--- src/rtl/csr_unit.sv ---
// Machine-mode CSR block: scratch registers plus cycle/instret counters.
// Each accepted operation returns the old CSR value one cycle later.
module csr_unit #(
    parameter int unsigned NUM_SCRATCH   = 4,
    parameter int unsigned CNT_WIDTH     = 64,
    parameter logic [31:0] RESET_SCRATCH = 32'h0
) (
    input  logic        clk,
    input  logic        rst_n,
    input  logic        op_valid,
    input  logic [1:0]  op,
    input  logic [11:0] addr,
    input  logic [31:0] wdata,
    input  logic        retire,
    output logic [31:0] rdata,
    output logic        rvalid,
    output logic        illegal
);

    localparam int unsigned HI_W = CNT_WIDTH - 32;

    localparam logic [11:0] ADDR_SCRATCH  = 12'h340;
    localparam logic [11:0] ADDR_MCYCLE   = 12'hB00;
    localparam logic [11:0] ADDR_MCYCLEH  = 12'hB80;
    localparam logic [11:0] ADDR_MINSTRET = 12'hB02;
    localparam logic [11:0] ADDR_MINSTRH  = 12'hB82;
    localparam logic [11:0] ADDR_CYCLE    = 12'hC00;
    localparam logic [11:0] ADDR_CYCLEH   = 12'hC80;
    localparam logic [11:0] ADDR_INSTRET  = 12'hC02;
    localparam logic [11:0] ADDR_INSTRH   = 12'hC82;

    localparam logic [1:0] OP_READ = 2'b00;
    localparam logic [1:0] OP_RW   = 2'b01;
    localparam logic [1:0] OP_RS   = 2'b10;
    localparam logic [1:0] OP_RC   = 2'b11;

    logic [31:0]          scratch_q [NUM_SCRATCH];
    logic [CNT_WIDTH-1:0] mcycle_q, mcycle_d;
    logic [CNT_WIDTH-1:0] minstret_q, minstret_d;
    logic [31:0]          rdata_q, rdata_d;
    logic                 rvalid_q, rvalid_d;
    logic                 illegal_q, illegal_d;

    logic [NUM_SCRATCH-1:0] scr_hit;
    logic        mapped;
    logic [31:0] old_val;
    logic [31:0] new_val;
    logic        eff_write;
    logic        op_illegal;
    logic        do_write;
    logic        sel_cyc_lo, sel_cyc_hi, sel_ret_lo, sel_ret_hi;

    // Address decode and old-value mux.
    always_comb begin
        scr_hit    = '0;
        mapped     = 1'b0;
        old_val    = 32'h0;
        sel_cyc_lo = 1'b0;
        sel_cyc_hi = 1'b0;
        sel_ret_lo = 1'b0;
        sel_ret_hi = 1'b0;
        for (int unsigned i = 0; i < NUM_SCRATCH; i++) begin
            if (addr == ADDR_SCRATCH + 12'(i)) begin
                scr_hit[i] = 1'b1;
                mapped     = 1'b1;
                old_val    = scratch_q[i];
            end
        end
        case (addr)
            ADDR_MCYCLE, ADDR_CYCLE: begin
                mapped     = 1'b1;
                old_val    = mcycle_q[31:0];
                sel_cyc_lo = (addr == ADDR_MCYCLE);
            end
            ADDR_MCYCLEH, ADDR_CYCLEH: begin
                mapped     = 1'b1;
                old_val    = 32'(mcycle_q[CNT_WIDTH-1:32]);
                sel_cyc_hi = (addr == ADDR_MCYCLEH);
            end
            ADDR_MINSTRET, ADDR_INSTRET: begin
                mapped     = 1'b1;
                old_val    = minstret_q[31:0];
                sel_ret_lo = (addr == ADDR_MINSTRET);
            end
            ADDR_MINSTRH, ADDR_INSTRH: begin
                mapped     = 1'b1;
                old_val    = 32'(minstret_q[CNT_WIDTH-1:32]);
                sel_ret_hi = (addr == ADDR_MINSTRH);
            end
            default: ;
        endcase
    end

    // RS/RC with a zero mask are pure reads; only real writes can be refused as read-only.
    always_comb begin
        new_val   = old_val;
        eff_write = 1'b0;
        case (op)
            OP_RW: begin
                new_val   = wdata;
                eff_write = 1'b1;
            end
            OP_RS: begin
                new_val   = old_val | wdata;
                eff_write = (wdata != 32'h0);
            end
            OP_RC: begin
                new_val   = old_val & ~wdata;
                eff_write = (wdata != 32'h0);
            end
            OP_READ: ;
            default: ;
        endcase
        op_illegal = !mapped || (eff_write && (addr[11:10] == 2'b11));
        do_write   = op_valid && eff_write && !op_illegal;
    end

    // A software write to either half wins over that cycle's increment.
    always_comb begin
        mcycle_d   = mcycle_q + CNT_WIDTH'(1);
        minstret_d = retire ? (minstret_q + CNT_WIDTH'(1)) : minstret_q;
        if (do_write && sel_cyc_lo) mcycle_d = {mcycle_q[CNT_WIDTH-1:32], new_val};
        if (do_write && sel_cyc_hi) mcycle_d = {new_val[HI_W-1:0], mcycle_q[31:0]};
        if (do_write && sel_ret_lo) minstret_d = {minstret_q[CNT_WIDTH-1:32], new_val};
        if (do_write && sel_ret_hi) minstret_d = {new_val[HI_W-1:0], minstret_q[31:0]};
    end

    // Response registers hold their last value between operations.
    always_comb begin
        rvalid_d  = op_valid;
        rdata_d   = rdata_q;
        illegal_d = illegal_q;
        if (op_valid) begin
            rdata_d   = op_illegal ? 32'h0 : old_val;
            illegal_d = op_illegal;
        end
    end

    always_ff @(posedge clk or negedge rst_n) begin
        if (!rst_n) begin
            mcycle_q   <= '0;
            minstret_q <= '0;
            rdata_q    <= 32'h0;
            rvalid_q   <= 1'b0;
            illegal_q  <= 1'b0;
        end else begin
            mcycle_q   <= mcycle_d;
            minstret_q <= minstret_d;
            rdata_q    <= rdata_d;
            rvalid_q   <= rvalid_d;
            illegal_q  <= illegal_d;
        end
    end

    always_ff @(posedge clk or negedge rst_n) begin
        if (!rst_n) begin
            for (int unsigned i = 0; i < NUM_SCRATCH; i++) scratch_q[i] <= RESET_SCRATCH;
        end else begin
            for (int unsigned i = 0; i < NUM_SCRATCH; i++) begin
                if (do_write && scr_hit[i]) scratch_q[i] <= new_val;
            end
        end
    end

    assign rdata   = rdata_q;
    assign rvalid  = rvalid_q;
    assign illegal = illegal_q;

endmodule

--- config.mk ---
export PLATFORM = sky130hd
export DESIGN_NAME = csr_unit
export DESIGN_NICKNAME = d
export VERILOG_FILES = /design/src/rtl/csr_unit.sv
export SDC_FILE = /design/constraint.sdc
export NUM_CORES = 1
export LEC_CHECK = 0
export ABC_AREA = 1
export CAP_MARGIN = 10
export CELL_PAD_IN_SITES_DETAIL_PLACEMENT = 0
export CELL_PAD_IN_SITES_GLOBAL_PLACEMENT = 1
export CORE_AREA = 2 2 221 223
export DETAILED_ROUTE_END_ITERATION = 16
export DIE_AREA = 0 0 223 225
export GPL_TIMING_DRIVEN = 1
export PLACE_DENSITY_LB_ADDON = 0.3
export SLEW_MARGIN = 30
export SYNTH_ARGS = -nofsm -noshare
export SYNTH_HDL_FRONTEND = slang
export SYNTH_SLANG_ARGS = --single-unit
--- constraint.sdc ---
create_clock -name clk -period 1.9 [get_ports clk]
set_input_delay 0.38 -clock clk [delete_from_list [all_inputs] [get_ports clk]]
set_output_delay 0.38 -clock clk [all_outputs]
set_load 0.02 [all_outputs]
Word level (Yosys, flattened, before mapping). Index checks and enable logic that the tools add are counted.

Add/sub/neg operators: 2. Equality and inequality tests: 18. Multiplexer cells: 25. Bitwise gates (word level): 4. Reduce and logical (&&, ||, !) cells: 25.

Operators with widths (number): 64-bit two-way mux (5); 32-bit two-way mux (5); 64-bit by 1-bit adder with 64-bit output (second input constant) (2); 32-bit case mux with 4 select lines (1); 12-bit == test (second input constant) (8); 32-bit case mux with 3 select lines (1); 12-bit by 10-bit == test with 1-bit output (second input constant) (4); 32-bit bitwise AND (1); 32-bit NOT (1); 32-bit bitwise OR (1); 32-bit nonzero test (1); 1-bit two-way mux (12); 1-bit logical AND (11); 2-bit OR reduction (5); 8-bit OR reduction (1); 2-bit == test (second input constant) (3); 2-bit by 1-bit != test with 1-bit output (second input constant) (2); 2-bit AND reduction (2); 2-bit nonzero test (2); 2-bit by 1-bit == test with 1-bit output (second input constant) (1); 1-bit zero test (2); 1-bit case mux with 2 select lines (1); 1-bit logical OR (1); 1-bit NOT (1).

Bits in registers: 290. Input port bits: 50. Output and inout port bits: 34. Word-level logic and storage cells: 85.

Longest topological paths before layout.
Word-level depth: 13. Depth in mapped cells: 17. Depth with buffers taken out: 16.

Worst setup path before layout. Ideal clock, no wire load.

Kind: input -> register. Start: input port addr[1]. End: register scratch_q[2] (netlist name). Arrival time: 2.066 ns. Path slack: -0.291 ns. Stages: 14. Buffers on the path: 3. Cell sequence: buf_2 nor2_1 nand2_2 nor2_8 nand2_2 nand2_1 nor2_1 nor2_4 nand3_2 or2_1 buf_2 buf_2 nand2_1 o21ai_1.

Cells in the longest elaborated chain, start to end: 11.

Ends and longest elaborated chain: from (decl) (RTL line 12) `input logic [11:0] addr,`; branches (longest 11 deep; another with 32-bit two-way mux); to (signal, indexed assignment) (RTL line 160) `if (do_write && scr_hit[i]) scratch_q[i] <= new_val;`; to (decl) (RTL line 37) `logic [31:0] scratch_q [NUM_SCRATCH];`.

Parallel ways; which one is timed is not known. A chain may end at the register's enable or synchronous reset.

Worst setup path after layout.
Start: input port addr[2]. End: register minstret_q[57].

Cells in the longest elaborated chain, start to end: 13.

Ends and longest elaborated chain: 12-bit by 10-bit == test with 1-bit output (RTL line 63) `if (addr == ADDR_SCRATCH + 12'(i)) begin`; 1-bit two-way mux (4 in series) (RTL line 63); 1-bit two-way mux (RTL line 69) `case (addr)`; 1-bit zero test (RTL line 114) `op_illegal = !mapped || (eff_write && (addr[11:10] == 2'b11));`; 1-bit logical OR (RTL line 114); 1-bit zero test (RTL line 115) `do_write = op_valid && eff_write && !op_illegal;`; 1-bit logical AND (RTL line 115); 1-bit logical AND (on tied branches) (RTL line 124, 125); 2-bit by 1-bit != test with 1-bit output (no line) / 2-bit nonzero test (equally long branches); 2-bit AND reduction (no line); to (signal assigned) (RTL line 148) `minstret_q <= minstret_d;`; to (decl) (RTL line 39) `logic [CNT_WIDTH-1:0] minstret_q, minstret_d;`.

Several ways; a longest one is shown, not always the timed one.

==> flow_summary_export.csv <==
group,metric,value,unit
timing,fmax,482,MHz
power_and_ir_drop,p_sw,4400,uW
final_layout,multiInputGateArea,11600,sq um
timing,rsz0062_at_grt,"yes",
run,drv_cap,0,
routing,drt_first_pass_iters,6,
power_and_ir_drop,sequentialPowerShare,39.8,%
routing,viasPerCell,5.65,
clock_tree,cts-root-buf,"clkbuf_16",
clock_tree,clkLatencyLatePin,0.58,ns
grt,grt_pass1_wl,144,mm
yosys,synth_cell_type_count,34,
placed_design,dp_hpwl,73.4,mm
critical_path,max_stage_delay,0.19,ns
outcome,status,"finished, violations left",
timing,worstMarginPinSlew,0.495,ns
yosys,ys_seq_area_share,38.3,%
grt,grt_overflow_total,0,
yosys,yosysTopAreaCellShare,38.3,%
power_and_ir_drop,total_power,16000,uW
timing,report.final.hold_viol_count,0,
die,core-area,47500,sq um
yosys,yosysTopAreaCell,"dfrtp_1",
final_layout,drive_gt1_share,31.3,%
outcome,violations,"setup timing",
power_and_ir_drop,p_int,11600,uW
final_layout,layout_commonest_cell,"nand2_1",
clock_tree,cts-buffers-inserted,39,
power_and_ir_drop,power_density,550,nW/um^2
routing,drc,0,
clock_tree,htree_levels,2,
routing,vias,23400,
final_layout,fin_util,61.1,%
clock_tree,clockBufferDepth,3,
grt,grt_max_degree,50,
placed_design,io_buffers,83,
grt,grt_usage,39.0,%
critical_path,crit_chain,"buf_6, nor2_4, buf_12, nand2_4, nor2_4, nand2_4, buf_6, nand2_4, nor2_4, nor2_4, buf_6, nand3_4, buf_6, buf_6, nor2_4, buf_4, clkbuf_16, nand2_1, nand3_1",
yosys,yosys_warnings,0,
power_and_ir_drop,power_frac_comb,12.3,%
power_and_ir_drop,swShare,27.6,%
clock_tree,cts_sinks,290,
timing,period_minus_slack,2.08,ns
die,die_w,223,um
power_and_ir_drop,clkPwrFrac,47.9,%
critical_path,startpoint,"addr[2]",
final_layout,nFillCells,4445,
critical_path,cpMaxStageDelayCell,"nor2_4",
die,die_area,50200,sq um
yosys,synth.cell_area,18900,sq um
timing,slew_viol_final,0,
worst_hold_path,hp-start,"op_valid",
final_layout,nets,3548,
yosys,synth-seq-cells,290,
die,initial_core_util,39.8,%
yosys,syn-instance-count,2836,
power_and_ir_drop,peakVddDrop,0.669,mV
power_and_ir_drop,leakagePower,0.0142,uW
timing,setup_slack,-0.176,ns
timing,period_share,109,%
routing,ant_nets,0,
critical_path,crit_arrival,2.58,ns
yosys,avgSynthCellArea,6.67,sq um
critical_path,worstSetupPathType,"input pin to register",
die,die_h,225,um
timing,finalSetupViolCount,256,
die,fp-row-count,80,
final_layout,regArea,7280,sq um
placed_design,dp_cells,3991,
final_layout,final_cell_mix,"nand2_1 (834), buf_4 (536), nand3_1 (327)",
critical_path,end_kind,"register",
grt,antenna_found_initial,2,
timing,slew-limit-headroom,66.9,%
die,ios,84,
routing,wl,99.8,mm
routing,drt_first_iter_violations,2845,
clock_tree,path_clk_slew,0.06,ns
critical_path,timing.rr.start,"minstret_q[42]",
timing,clock_skew,0.0229,ns
yosys,synth_top_cells_by_area,"dfrtp_1 (38%), nand2_1 (19%), nand3_1 (9.9%)",
clock_tree,cts_tree,"done",
yosys,synth_fp_nets,2888,
worst_hold_path,hp-class,"input pin to register",
routing,avgRoutedWirePerCell,24.1,um
grt,grt_pass1_vias,22200,
critical_path,start_kind,"input pin",
final_layout,area_growth,53.5,%
final_layout,layout.cells.non_filler,4141,
placed_design,gp_congestion,0.994,
critical_path,crit_fanout,8,
critical_path,worst_ep_required_time,2.41,ns
timing,finalHoldWorstSlack,0.331,ns
worst paths after layout:
path | end | slack (ns) | cells after the start
worst max-delay path | minstret_q[57] | -0.18 | 19
worst min-delay path | rvalid | 0.33 | 1
worst max register to register | minstret_q[61] | -0.11 | 9
worst min register to register | scratch_q[29] | 0.49 | 2
max in group asynchronous | scratch_q[36] | 0.81 | 3
min in group asynchronous | scratch_q[50] | 0.34 | 2
cell type report:
class                      instances  share of cell area (%)
multi-input combinational       2202                    40.1
clock buffer                      49                    3.66
inverter                         204                    2.77
timing repair buffer             758                    24.9
clock inverter                    21                   0.827
timing repair inverter             1                  0.0302
tap                              615                    2.65
sequential                       290                    25.1
antenna                            1                 0.00862
worst max-delay path, delay by kind of cell:
kind	cells	cell delay (ns)
and+or+nand+nor	11	1.12
buffers and inverters	8	1.05
cells by family after synthesis:
family | count (synthesis) | share of synthesized area (%)
AOI/OAI and AO/OA | 240 | 7.33
buffers and inverters | 344 | 7.44
and+or+nand+nor | 1842 | 41.3
xor gates and xnor gates | 118 | 5.46
adders and majority gates | 2 | 0.132
DFF | 290 | 38.3
metrics by stage:
stage                     cell area [sq um]  setup slack (ns)  setup TNS [ns]
after floorplan                       19300            -0.145          -23.05
after global placement                25200             -1.29         -276.66
after detailed placement              25200             -1.29         -289.49
after CTS                             28400           -0.0837           -2.10
after global routing                  29000            -0.222          -37.19
final                                 29000            -0.176          -20.98
registers in the layout, summed over array words and instances, names as in the netlist:
name	count
scratch_q	128
mcycle_q	64
minstret_q	64
rdata	32
illegal	1
rvalid	1
synth_stat cells:
cell / n
nand2_1: 959
nand3_1: 376
nor2_1: 338
dfrtp_1: 290
inv_1: 194
o21ai_1: 114
xor2_1: 106
nand4_1: 79
o21ai_0: 76
buf_2: 66
clkbuf_1: 60
nor3_1: 48
a22o_1: 32
nand3b_1: 20
o2111ai_1: 14
xnor2_1: 12
inv_2: 10
buf_1: 9
nor2_2: 5
buf_6: 4
nand2_2: 4
nand3_2: 3
nor2_4: 3
ha_1: 2
nor3b_1: 2
or2_2: 2
a21boi_0: 1
a21oi_2: 1
buf_4: 1
nor2_8: 1
nor4_1: 1
o211ai_1: 1
o21ai_2: 1
or2_1: 1
per-layer routing:
layer / vias to the layer above / routed length, um / global-route usage, %
met5: - / 7 / 0
met4: 2 / 5520 / 19.7
met3: 268 / 9130 / 6.96
met2: 1257 / 43500 / 59.5
met1: 11300 / 41600 / 53.0
li1: 10600 / - / -
power by group through the flow:
stage | clock [uW] | combinational, uW | sequential, uW
after global placement | 0 | 1690 | 6460
after CTS | 7720 | 1890 | 6360
after detailed placement | 0 | 1710 | 6460
after floorplan | 0 | 525 | 6440
final | 7650 | 1960 | 6360
after global routing | 7950 | 2060 | 6360
what timing repair did:
| item | in CTS | in global routing |
|---|---|---|
| setup endpoints to repair | 323 | 257 |
| endpoints found under the hold margin | 39 | 0 |
| resized for setup | 485 | 117 |
| pin swaps | 87 | 44 |
| setup buffers | 52 | 15 |
| gates cloned | 17 | 7 |
| hold buffers | 1 | 0 |
No activity file was read; power rests on OpenSTA's default activity.
